### src/rtl/mfp_ahb_botio.sv
// AHB-Lite slave bridging the MIPS core bus to the RojoBot world-map logic:
// BotInfo snapshot on update, sticky update interrupt, BotCtrl register, ACK pulse.
module mfp_ahb_botio #(
  parameter int unsigned BOTINFO_W = 32,
  parameter int unsigned BOTCTRL_W = 8,
  parameter int unsigned MISS_W    = 8
) (
  input  logic                 HCLK,
  input  logic                 HRESETn,
  input  logic                 HSEL,
  input  logic [31:0]          HADDR,
  input  logic [1:0]           HTRANS,
  input  logic                 HWRITE,
  input  logic [2:0]           HSIZE,
  input  logic [31:0]          HWDATA,
  output logic [31:0]          HRDATA,
  output logic                 HREADY,
  output logic                 HRESP,
  input  logic [BOTINFO_W-1:0] IO_BotInfo,
  input  logic                 IO_BotUpdt_Sync,
  output logic [BOTCTRL_W-1:0] IO_BotCtrl,
  output logic                 IO_INT_ACK,
  output logic                 IRQ
);

  typedef enum logic [1:0] {
    REG_BOTINFO = 2'd0,
    REG_BOTCTRL = 2'd1,
    REG_STATUS  = 2'd2,
    REG_ACK     = 2'd3
  } reg_sel_e;

  reg_sel_e             addr_q;
  logic                 write_q;
  logic                 valid_q;
  logic                 updt_q;
  logic [BOTINFO_W-1:0] snapshot;
  logic [BOTCTRL_W-1:0] botctrl;
  logic                 pending;
  logic [MISS_W-1:0]    missed;
  logic [15:0]          upd_cnt;
  logic                 int_ack_q;

  logic updt_edge;
  logic wr_en;
  logic ack_wr;
  logic unused_bits;

  assign HREADY = 1'b1;
  assign HRESP  = 1'b0;

  assign updt_edge = IO_BotUpdt_Sync & ~updt_q;
  assign wr_en     = valid_q & write_q;
  assign ack_wr    = wr_en & (addr_q == REG_ACK) & HWDATA[0];

  // Only HADDR[3:2], HTRANS[1] and the low data bits carry meaning here.
  assign unused_bits = ^{HADDR, HSIZE, HTRANS, HWDATA};

  // Address phase capture for the following data phase.
  always_ff @(posedge HCLK or negedge HRESETn) begin
    if (!HRESETn) begin
      addr_q  <= REG_BOTINFO;
      write_q <= 1'b0;
      valid_q <= 1'b0;
    end else begin
      valid_q <= HSEL & HTRANS[1] & HREADY;
      if (HSEL & HTRANS[1] & HREADY) begin
        addr_q  <= reg_sel_e'(HADDR[3:2]);
        write_q <= HWRITE;
      end
    end
  end

  always_ff @(posedge HCLK or negedge HRESETn) begin
    if (!HRESETn) begin
      botctrl   <= '0;
      int_ack_q <= 1'b0;
    end else begin
      int_ack_q <= ack_wr;
      if (wr_en && addr_q == REG_BOTCTRL)
        botctrl <= HWDATA[BOTCTRL_W-1:0];
    end
  end

  // An update edge coinciding with an ACK keeps pending set and is not a miss.
  always_ff @(posedge HCLK or negedge HRESETn) begin
    if (!HRESETn) begin
      updt_q   <= 1'b0;
      snapshot <= '0;
      pending  <= 1'b0;
      missed   <= '0;
      upd_cnt  <= '0;
    end else begin
      updt_q <= IO_BotUpdt_Sync;
      if (updt_edge) begin
        snapshot <= IO_BotInfo;
        pending  <= 1'b1;
        upd_cnt  <= upd_cnt + 16'd1;
        if (pending && !ack_wr && missed != '1)
          missed <= missed + MISS_W'(1);
      end else if (ack_wr) begin
        pending <= 1'b0;
      end
    end
  end

  always_comb begin
    HRDATA = '0;
    if (valid_q && !write_q) begin
      case (addr_q)
        REG_BOTINFO: HRDATA[BOTINFO_W-1:0] = snapshot;
        REG_BOTCTRL: HRDATA[BOTCTRL_W-1:0] = botctrl;
        REG_STATUS: begin
          HRDATA[0]          = pending;
          HRDATA[8 +: MISS_W] = missed;
          HRDATA[31:16]      = upd_cnt;
        end
        default: HRDATA = '0;
      endcase
    end
  end

  assign IO_BotCtrl = botctrl;
  assign IO_INT_ACK = int_ack_q;
  assign IRQ        = pending;

endmodule

### config.mk
export PLATFORM = sky130hd
export DESIGN_NAME = mfp_ahb_botio
export DESIGN_NICKNAME = d
export VERILOG_FILES = /design/src/rtl/mfp_ahb_botio.sv
export SDC_FILE = /design/constraint.sdc
export NUM_CORES = 1
export LEC_CHECK = 0
export BUFFER_PORTS_ARGS = -buffer_cell sky130_fd_sc_hd__buf_4
export CORE_ASPECT_RATIO = 1.5
export CORE_MARGIN = 1
export CORE_UTILIZATION = 40
export CTS_CLUSTER_DIAMETER = 120
export DETAILED_ROUTE_END_ITERATION = 16
export PLACE_DENSITY = 0.69
export SLEW_MARGIN = 20
export SYNTH_ARGS = -nofsm -noshare
export SYNTH_HDL_FRONTEND = slang
export SYNTH_SLANG_ARGS = --single-unit
### constraint.sdc
create_clock -name HCLK -period 2 [get_ports HCLK]
set_clock_uncertainty 0.2 [all_clocks]
set_input_delay 0.4 -clock HCLK [delete_from_list [all_inputs] [get_ports HCLK]]
set_output_delay 0.4 -clock HCLK [all_outputs]
set_load 0.05 [all_outputs]
==> key figures, run 1 <==
Outcome
  – Status: finished, violations left
  – Failing checks: negative setup slack

Clocking
  – Num CTS Buffers: 9
  – H-tree Lvls: 3
  – CTS tree: built
  – Reg clk slew, reported paths: 0.06 ns
  – Clk buf depth: 2
  – Root Driver: clkbuf_16
  – CTS Sinks: 71
  – Clk_lat worst skew: 0.33 ns

Timing
  – Slew Limit Fails: 0
  – Final WS setup: -0.142 ns
  – Final hold vios: 0
  – Tcrit/Tclk final: 1.07
  – Max Clk Rate: 467 MHz
  – Min Hold Slack: 0.0762 ns
  – Setup_tns: -3.04 ns
  – Tmin final: 2.14 ns
  – Final setup vio count: 29
  – RSZ-0062 raised after global routing: true

Setup path
  – Critical Path Start Type: flip-flop
  – Cell family with most CP delay: flip-flops
  – Worst path cell trace: mux2i_1, nor2_1, a31oi_2, nor3b_4, buf_6
  – Critical path peak fanout: 5
  – CP Capture Type: output port
  – Crit path DAT: 1.54 ns
  – CP Class: reg -> out
  – CP Buf/Inv Count: 1
  – Worst path required time: 1.40 ns
  – Crit-path slowest cell: dfrtp_2
  – CP peak stage delay: 0.46 ns

Power and ir drop
  – VDD IR max: 0.000583 V
  – Leak pwr: 2.23 nW
  – Power Density: 1020 nW/µm²
  – Pwr Total: 5.26 mW

GRT
  – GRT Util Overall: 0.188
  – Initial antenna violation count: 0
  – Grt total ovfl: 0
  – Vias in the first global route: 2593
  – Largest net degree at the start of global routing: 33
  – First-pass GRT wire length: 12.6 mm

Yosys
  – Yosys top cell area share: 0.518
  – Fraction of registers with async set/reset: 1.00
  – Register area share after synthesis: 0.518
  – Top_reg_cell synth: dfrtp_1
  – Commonest cells post-synth: dfrtp_1, mux2_2, nor2_1
  – #FFs+latches synth: 71
  – Top post-synthesis cells by area: dfrtp_1, mux2_2, mux2i_1, nor2_1, xor2_1
  – Yosys warning total: 0
  – Post-synth top area cell: dfrtp_1
  – Post-Syn Area per Cell: 12.0 µm²
  – Post-synth cell types: 38
  – Post-Syn Nets: 394
  – Synth Instances: 286
  – Syn Std Cell Area: 3430 µm²
  – Cell with the most instances after synthesis: dfrtp_1
  – Number of synthesized flops with an enable pin: 0

Placed design
  – Dpl cells: 477
  – IO buf count: 89
  – GPL Wtd Cong: 0.826
  – DP HPWL: 5.21 mm

Finish
  – Fin cells: 499
  – # fillers: 642
  – Layout Utilization: 0.619
  – Nets: 495
  – Area growth syn-to-layout: 50.7%
  – Antenna cell count: 0
  – Fraction of layout cells with a size suffix above 1: 0.602

Route
  – ANT nets after route: 0
  – WL/cell: 15.2 µm
  – Total Wirelength: 7.60 mm
  – DRT Pass-1 Iters: 8
  – DRT iter0 DRCs: 88
  – Vias/cell: 5.01
  – DRC viols: 0
  – Vias: 2502

Floorplanning
  – Core area: 8360 µm²
  – Die area: 8960 µm²
  – Die W: 77.6 µm
  – Initial Utilization: 0.410
  – Site row count: 41
  – Ports: 150
  – Die Y: 115 µm

Hold path
  – Worst min path class: in -> reg

Flow run
  – Max-Cap Viols: 0
[area by class of cell]
cell class | instances | area, µm² | share of cell area
clock inverter | 6 | 60.1 | 0.0116
timing repair buffer | 104 | 1030 | 0.198
inverter | 8 | 30.0 | 0.00581
tap | 107 | 134 | 0.0259
multi-input combinational | 193 | 1910 | 0.368
sequential | 71 | 1780 | 0.344
clock buffer | 10 | 239 | 0.0462
[tightest hold or removal path, cell delays in order]
cell	delay, ns
buf_4	0.07
nand2_1	0.03
o21ai_0	0.06
[sequential cells by signal, indices dropped and copies added (netlist names)]
name,cells
write_q,1
IO_INT_ACK,1
upd_cnt,16
snapshot,32
missed,8
updt_q,1
valid_q,1
IO_BotCtrl,8
addr_q,2
IRQ,1
[what timing repair did]
item | CTS | global route
hold endpoints to repair | 25 | 0
pin swaps | 13 | 10
hold buffers | 2 | 0
setup buffers | 2 | 0
gates resized for setup | 120 | 24
endpoints found under the setup margin | 32 | 32
cloned | 2 | 0
[through the flow]
| stage | cell area [µm²] | worst slack [ns] |
|---|---|---|
| floorplan | 3450 | -0.146 |
| global placement | 4270 | 0.0960 |
| detailed placement | 4270 | 0.0664 |
| CTS | 5070 | -0.154 |
| global route | 5170 | -0.208 |
| finish | 5170 | -0.142 |
[report_power, final]
| group | switching [mW] | internal [mW] | total [mW] |
|---|---|---|---|
| combinational | 0.875 | 0.736 | 1.61 |
| clock | 0.580 | 0.990 | 1.57 |
| sequential | 0.342 | 1.73 | 2.08 |
[logic make-up (layout without fill, tap and decap cells)]
family                   Yosys count  in the layout  synth area share
other                              2              2           0.00219
AO/OA/AOI/OAI                      7              7            0.0135
adder cells (fa/ha/maj)            2              2           0.00729
XOR/XNOR                          18             18            0.0459
multiplexers                      79             79             0.248
AND/OR/NAND/NOR                   85             85             0.133
flip-flops                        71             71             0.518
buffers and inverters             22            128            0.0324
[per-layer routing]
layer,up-vias,GRT usage,share of wire
met5,-,0,0
met4,0,0.0868,0.019
met3,13,0.0433,0.033
met2,56,0.339,0.56
met1,1248,0.210,0.38
li1,1185,-,-
[worst paths after layout]
check | startpoint | end | slack, ns | cells after the start
hold reg to reg | snapshot[7] | snapshot[7] | 0.30 | 1
setup / recovery | addr_q[1] | HRDATA[0] | -0.14 | 5
min in group asynchronous | HRESETn | snapshot[17] | 0.32 | 2
setup reg to reg | write_q | IO_BotCtrl[2] | 0.18 | 4
hold / removal | HADDR[3] | addr_q[1] | 0.08 | 3
max in group asynchronous | HRESETn | snapshot[28] | 0.76 | 3
[cell usage in the layout, fill, tap and decap left out, types with 3 or more instances in the layout]
cell type,instances
nand3_1,6
nand2_1,11
inv_1,6
dfrtp_1,70
mux2i_1,7
xor2_1,10
buf_6,26
buf_4,61
nor2_4,25
xnor2_1,8
nor3_2,3
clkinv_2,3
mux2i_2,23
buf_8,9
mux2_2,44
buf_12,6
nand4_1,4
nor3_1,4
nor2_2,5
nor2_1,11
mux2i_4,3
o21ai_0,3
clkbuf_16,9
No activity file was read; power rests on OpenSTA's default activity.
==> inputs of run 2 (changes only) <==
--- a/config.mk
+++ b/config.mk
@@ -7,11 +7,12 @@
 export LEC_CHECK = 0
 export BUFFER_PORTS_ARGS = -buffer_cell sky130_fd_sc_hd__buf_4
 export CORE_ASPECT_RATIO = 1.5
-export CORE_MARGIN = 1
+export CORE_MARGIN = 1.5
 export CORE_UTILIZATION = 40
 export CTS_CLUSTER_DIAMETER = 120
 export DETAILED_ROUTE_END_ITERATION = 16
 export PLACE_DENSITY = 0.69
+export SKIP_LAST_GASP = 1
 export SLEW_MARGIN = 20
 export SYNTH_ARGS = -nofsm -noshare
 export SYNTH_HDL_FRONTEND = slang
==> run 2 against run 1 <==
Effect of this change: the flow still finishes with violations (negative setup slack); hold slack gained 0.016 ns; first-iteration DRC count increased by 17%; via count barely moved; sequential share of layout area up 0.77 points; clock power about the same; global-route usage decreased by 0.94 points; maximum frequency grew 1.4%; clock-buffer cell count down 1; combinational power down 4%; die area rose by 2.2%; critical endpoint is now HRDATA[30]; largest cell class unchanged; highest routed layer unchanged.
==> key figures, run 2 (synthesis gave the netlist of run 1 again) <==
GRT
  – First-pass GRT wire length: 12.4 mm
  – GRT Util Overall: 0.179
  – M2 GR Usage: 0.311
  – Grt total ovfl: 0
  – Vias in the first global route: 2564
  – M1 GR Usage: 0.216
  – GR Util met3: 0.0391
  – Grt peak-use layer: met2
  – Largest net degree at the start of global routing: 35
  – Initial antenna violation count: 0

Timing
  – Final WS setup: -0.111 ns
  – Max Clk Rate: 474 MHz
  – Final hold vios: 0
  – Slew Limit Fails: 0
  – Tcrit/Tclk final: 1.06
  – Final setup vio count: 32
  – RSZ-0062 raised after global routing: true
  – Tmin final: 2.11 ns
  – Min Hold Slack: 0.0927 ns

Route
  – DRT Pass-1 Iters: 4
  – Vias: 2501
  – DRC viols: 0
  – WL/cell: 15.0 µm
  – ANT nets after route: 0
  – DRT iter0 DRCs: 103
  – Vias/cell: 4.99
  – Total Wirelength: 7.53 mm

Clocking
  – Reg clk slew, reported paths: 0.05 ns
  – CTS Sinks: 71
  – H-tree Lvls: 3
  – CTS tree: built
  – Clk buf depth: 2
  – Clk_lat worst skew: 0.33 ns
  – Root Driver: clkbuf_16
  – Num CTS Buffers: 9

Setup path
  – RR Startpoint: addr_q[0]
  – Critical Path Start Type: flip-flop
  – CP Capture Type: output port
  – Critical path peak fanout: 13
  – Worst-case reg-to-reg path depth: 4
  – Reg-to-reg critical path endpoint: IO_BotCtrl[7]
  – Reg2reg setup slack: 0.16 ns
  – Worst path required time: 1.40 ns
  – Crit path DAT: 1.51 ns
  – CP Class: reg -> out

Power and ir drop
  – Int Power: 3.40 mW
  – Sw frac: 0.342
  – Leak pwr: 2.22 nW
  – Sequential power share: 0.398
  – NetSw: 1.76 mW
  – Logic pwr share: 0.300
  – Power Density: 1020 nW/µm²
  – Clock network fraction of design power: 0.302
  – VDD IR max: 0.000694 V

Finish
  – Largest regs: snapshot (32), upd_cnt (16)
  – Layout Utilization: 0.605
  – Max reg flops: 32
  – Design area: 5060 µm²
  – Antenna cell count: 0
  – Reg with most FFs: snapshot
  – Fraction of layout cells with a size suffix above 1: 0.579
  – Most frequent cells in the layout: dfrtp_1, buf_4, mux2_2
  – Nets: 497
  – Fin cells: 501
  – Area growth syn-to-layout: 47.4%

Placed design
  – Dpl cells: 477
  – IO buf count: 89
  – DP HPWL: 5.29 mm
  – GPL Wtd Cong: 0.852
  – Placed cell area: 4270 µm²

Hold path
  – Hold Startpoint: HWRITE
  – Hold Path End: write_q
  – Worst min path class: in -> reg
  – Hold Path Stages: 3

Floorplanning
  – Die W: 78.6 µm
  – Die Y: 116 µm
  – Die area: 9160 µm²
  – Ports: 150
  – Initial Utilization: 0.410
  – Site row count: 41
  – Core area: 8360 µm²

Outcome
  – Status: finished, violations left
  – Failing checks: negative setup slack

Flow run
  – Max-Cap Viols: 0
-- run 2: cell type report --
type / instances / area, µm²
Fill cell: 657 / 3300
Multi-Input combinational cell: 193 / 1820
Sequential cell: 71 / 1780
Timing Repair Buffer: 106 / 995
Clock buffer: 9 / 225
Tap cell: 107 / 134
Clock inverter: 7 / 73.8
Inverter: 8 / 30.0
-- run 2: power groups by stage --
stage | Combinational, mW | Sequential [mW] | Clock (mW)
6_report | 1.55 | 2.06 | 1.56
5_1_grt | 1.67 | 2.10 | 1.68
3_5_place_dp | 1.35 | 2.06 | 0
2_1_floorplan | 0.733 | 2.22 | 0
3_3_place_gp | 1.32 | 2.04 | 0
4_1_cts | 1.50 | 2.04 | 1.60
-- run 2: stage by stage --
step | setup TNS [ns] | total power, mW | worst slack, ns
2_1_floorplan | -3.39 | 2.95 | -0.146
3_3_place_gp | 0 | 3.36 | 0.0691
3_5_place_dp | 0 | 3.40 | 0.0717
4_1_cts | -2.91 | 5.15 | -0.118
5_1_grt | -4.99 | 5.45 | -0.182
6_report | -2.60 | 5.16 | -0.111
-- run 2: worst max-delay path by stage --
stage / slack (ns) / endpoint / cells after the start / startpoint
after floorplan: -0.15 / HRDATA[11] / 4 / write_q
after global placement: 0.07 / HRDATA[7] / 4 / addr_q[1]
after detailed placement: 0.07 / HRDATA[7] / 4 / addr_q[1]
after CTS: -0.12 / HRDATA[0] / 5 / addr_q[1]
after global routing: -0.18 / HRDATA[30] / 4 / addr_q[1]
final: -0.11 / HRDATA[30] / 4 / addr_q[1]
-- run 2: metal layers --
layer / wire (µm) / vias to the layer above
met3: 272 / 10
met4: 131 / 0
met5: 0 / -
met2: 4160 / 63
li1: - / 1187
met1: 2960 / 1241
-- run 2: critical path, cell delays in order (launching register included) --
cell and delay (ns):
dfrtp_2 0.43, buf_6 0.24, mux2i_2 0.31, nor2_4 0.05, buf_6 0.15
-- run 2: repair_timing --
| action | 4_1_cts | 5_1_grt |
|---|---|---|
| pin swaps | 0 | 5 |
| gates cloned | 2 | 0 |
| hold buffers | 2 | 0 |
| setup endpoints to repair | 32 | 33 |
| buffers inserted | 4 | 0 |
| hold endpoints to repair | 22 | 0 |
| resized for setup | 86 | 28 |
==> inputs of run 3 (changes only) <==
--- a/config.mk
+++ b/config.mk
@@ -12,6 +12,7 @@
 export CTS_CLUSTER_DIAMETER = 120
 export DETAILED_ROUTE_END_ITERATION = 16
 export PLACE_DENSITY = 0.69
+export SKIP_CTS_REPAIR_TIMING = 1
 export SKIP_LAST_GASP = 1
 export SLEW_MARGIN = 20
 export SYNTH_ARGS = -nofsm -noshare
==> run 3 against run 2 <==
Effect of this change: the flow still finishes with violations (negative setup slack); non-clock buffer count increased by 1; sequential share of layout area increased by 0.19 points; setup slack got worse by 0.0050 ns; flip-flop and latch count unchanged; sequential power about the same; register-to-register slack got worse by 0.03 ns; hold slack got worse by 0.0023 ns; critical path type unchanged; largest cell class unchanged; highest routed layer unchanged.
==> key figures, run 3 (synthesis gave the netlist of run 1 again) <==
Outcome
  – Status: finished, violations left
  – Failing checks: negative setup slack

Finish
  – Nets: 498
  – Reg with most FFs: snapshot
  – Antenna cell count: 0
  – Fin cells: 502
  – # fillers: 667
  – Largest regs: snapshot (32), upd_cnt (16)
  – Max reg flops: 32
  – Most common cell after layout, fill and taps aside: buf_4
  – Area growth syn-to-layout: 46.8%
  – Design area: 5040 µm²
  – Most frequent cells in the layout: buf_4, dfrtp_1, mux2_2
  – Fraction of layout cells with a size suffix above 1: 0.577
  – Layout Utilization: 0.603

Flow run
  – Max-Cap Viols: 0

Timing
  – Max Clk Rate: 473 MHz
  – Min Hold Slack: 0.0904 ns
  – RSZ-0062 raised after global routing: true
  – Final setup vio count: 32
  – Slew Limit Fails: 0
  – Tmin final: 2.12 ns
  – Final WS setup: -0.116 ns
  – Tcrit/Tclk final: 1.06
  – Final hold vios: 0

Setup path
  – CP Capture Type: output port
  – Critical Path Start Type: flip-flop
  – CP peak stage delay: 0.41 ns
  – Critical path peak fanout: 6
  – CP startpoint: addr_q[0]
  – RR Startpoint: addr_q[0]
  – Cell family with most CP delay: buffers and inverters
  – CP dominant cell by count: buf_6
  – Crit path DAT: 1.52 ns
  – Crit-path slowest cell: dfrtp_2
  – Reg2reg setup slack: 0.13 ns
  – CP Buf/Inv Count: 3
  – Worst path required time: 1.40 ns
  – CP Class: reg -> out
  – Worst path cell trace: nand3b_1, buf_6, buf_12, nor2_1, buf_6

Route
  – Vias/cell: 5.00
  – DRT Pass-1 Iters: 4
  – DRT iter0 DRCs: 111
  – WL/cell: 15.1 µm
  – DRC viols: 0
  – ANT nets after route: 0
  – Total Wirelength: 7.58 mm
  – Vias: 2512

Power and ir drop
  – Int Power: 3.40 mW
  – VDD IR max: 0.000686 V
  – Sequential power share: 0.399
  – Clock network fraction of design power: 0.303
  – Pwr Total: 5.16 mW
  – NetSw: 1.76 mW
  – Logic pwr share: 0.299
  – Leak pwr: 2.21 nW
  – Power Density: 1020 nW/µm²
  – Sw frac: 0.342

Clocking
  – Root Driver: clkbuf_16
  – H-tree Lvls: 3
  – Reg clk slew, reported paths: 0.06 ns
  – CTS Sinks: 71
  – CTS tree: built
  – Num CTS Buffers: 9
  – Clk_lat worst skew: 0.33 ns
  – Clk buf depth: 2

GRT
  – First-pass GRT wire length: 11.8 mm
  – Grt peak-use layer: met2
  – Largest net degree at the start of global routing: 35
  – M2 GR Usage: 0.296
  – GRT Util Overall: 0.169
  – Vias in the first global route: 2481
  – Grt total ovfl: 0
  – Initial antenna violation count: 0
  – GR Util met3: 0.0383
  – M1 GR Usage: 0.200

Floorplanning
  – Die area: 9160 µm²
  – Site row count: 41
  – Die Y: 116 µm
  – Ports: 150
  – Die W: 78.6 µm
  – Core area: 8360 µm²
  – Initial Utilization: 0.410

Placed design
  – Dpl cells: 477
  – IO buf count: 89
  – GPL Wtd Cong: 0.852
  – DP HPWL: 5.29 mm
  – Placed cell area: 4270 µm²

Hold path
  – Worst min path class: in -> reg
  – Hold Startpoint: HWRITE
-- run 3: worst paths after layout --
| kind | endpoint | depth (start not counted) |
|---|---|---|
| min reg2reg | snapshot[6] | 1 |
| max reg2reg | IO_BotCtrl[7] | 4 |
| max | HRDATA[18] | 5 |
| min | write_q | 3 |
| max in group asynchronous | addr_q[0] | 3 |
| min in group asynchronous | snapshot[18] | 2 |
-- run 3: cell type report --
class | instances | area [µm²] | area share
Multi-Input combinational cell | 193 | 1800 | 0.357
Sequential cell | 71 | 1780 | 0.353
Timing Repair Buffer | 107 | 996 | 0.198
Clock buffer | 9 | 225 | 0.0447
Tap cell | 107 | 134 | 0.0266
Clock inverter | 7 | 73.8 | 0.0146
Inverter | 8 | 32.5 | 0.00645
-- run 3: through the flow --
step / TNS [ns] / worst slack [ns]
finish: -2.63 / -0.116
global route: -4.72 / -0.179
CTS: -5.23 / -0.281
detailed placement: 0 / 0.0717
global placement: 0 / 0.0691
floorplan: -3.39 / -0.146
-- run 3: metal layers --
| layer | share of wire | vias to the layer above |
|---|---|---|
| met4 | 0.013 | 0 |
| met2 | 0.56 | 58 |
| met1 | 0.39 | 1251 |
| met5 | 0 | - |
| met3 | 0.035 | 8 |
| li1 | - | 1195 |
-- run 3: tightest hold or removal path: stages --
cell	delay [ns]
buf_4	0.08
nand2_1	0.03
o21ai_0	0.06
-- run 3: power by group through the flow --
stage	clock (mW)	combinational (mW)	sequential, mW
after floorplan	0	0.733	2.22
after global placement	0	1.32	2.04
after detailed placement	0	1.35	2.06
after CTS	1.60	1.35	2.03
after global routing	1.68	1.66	2.10
final	1.56	1.54	2.06
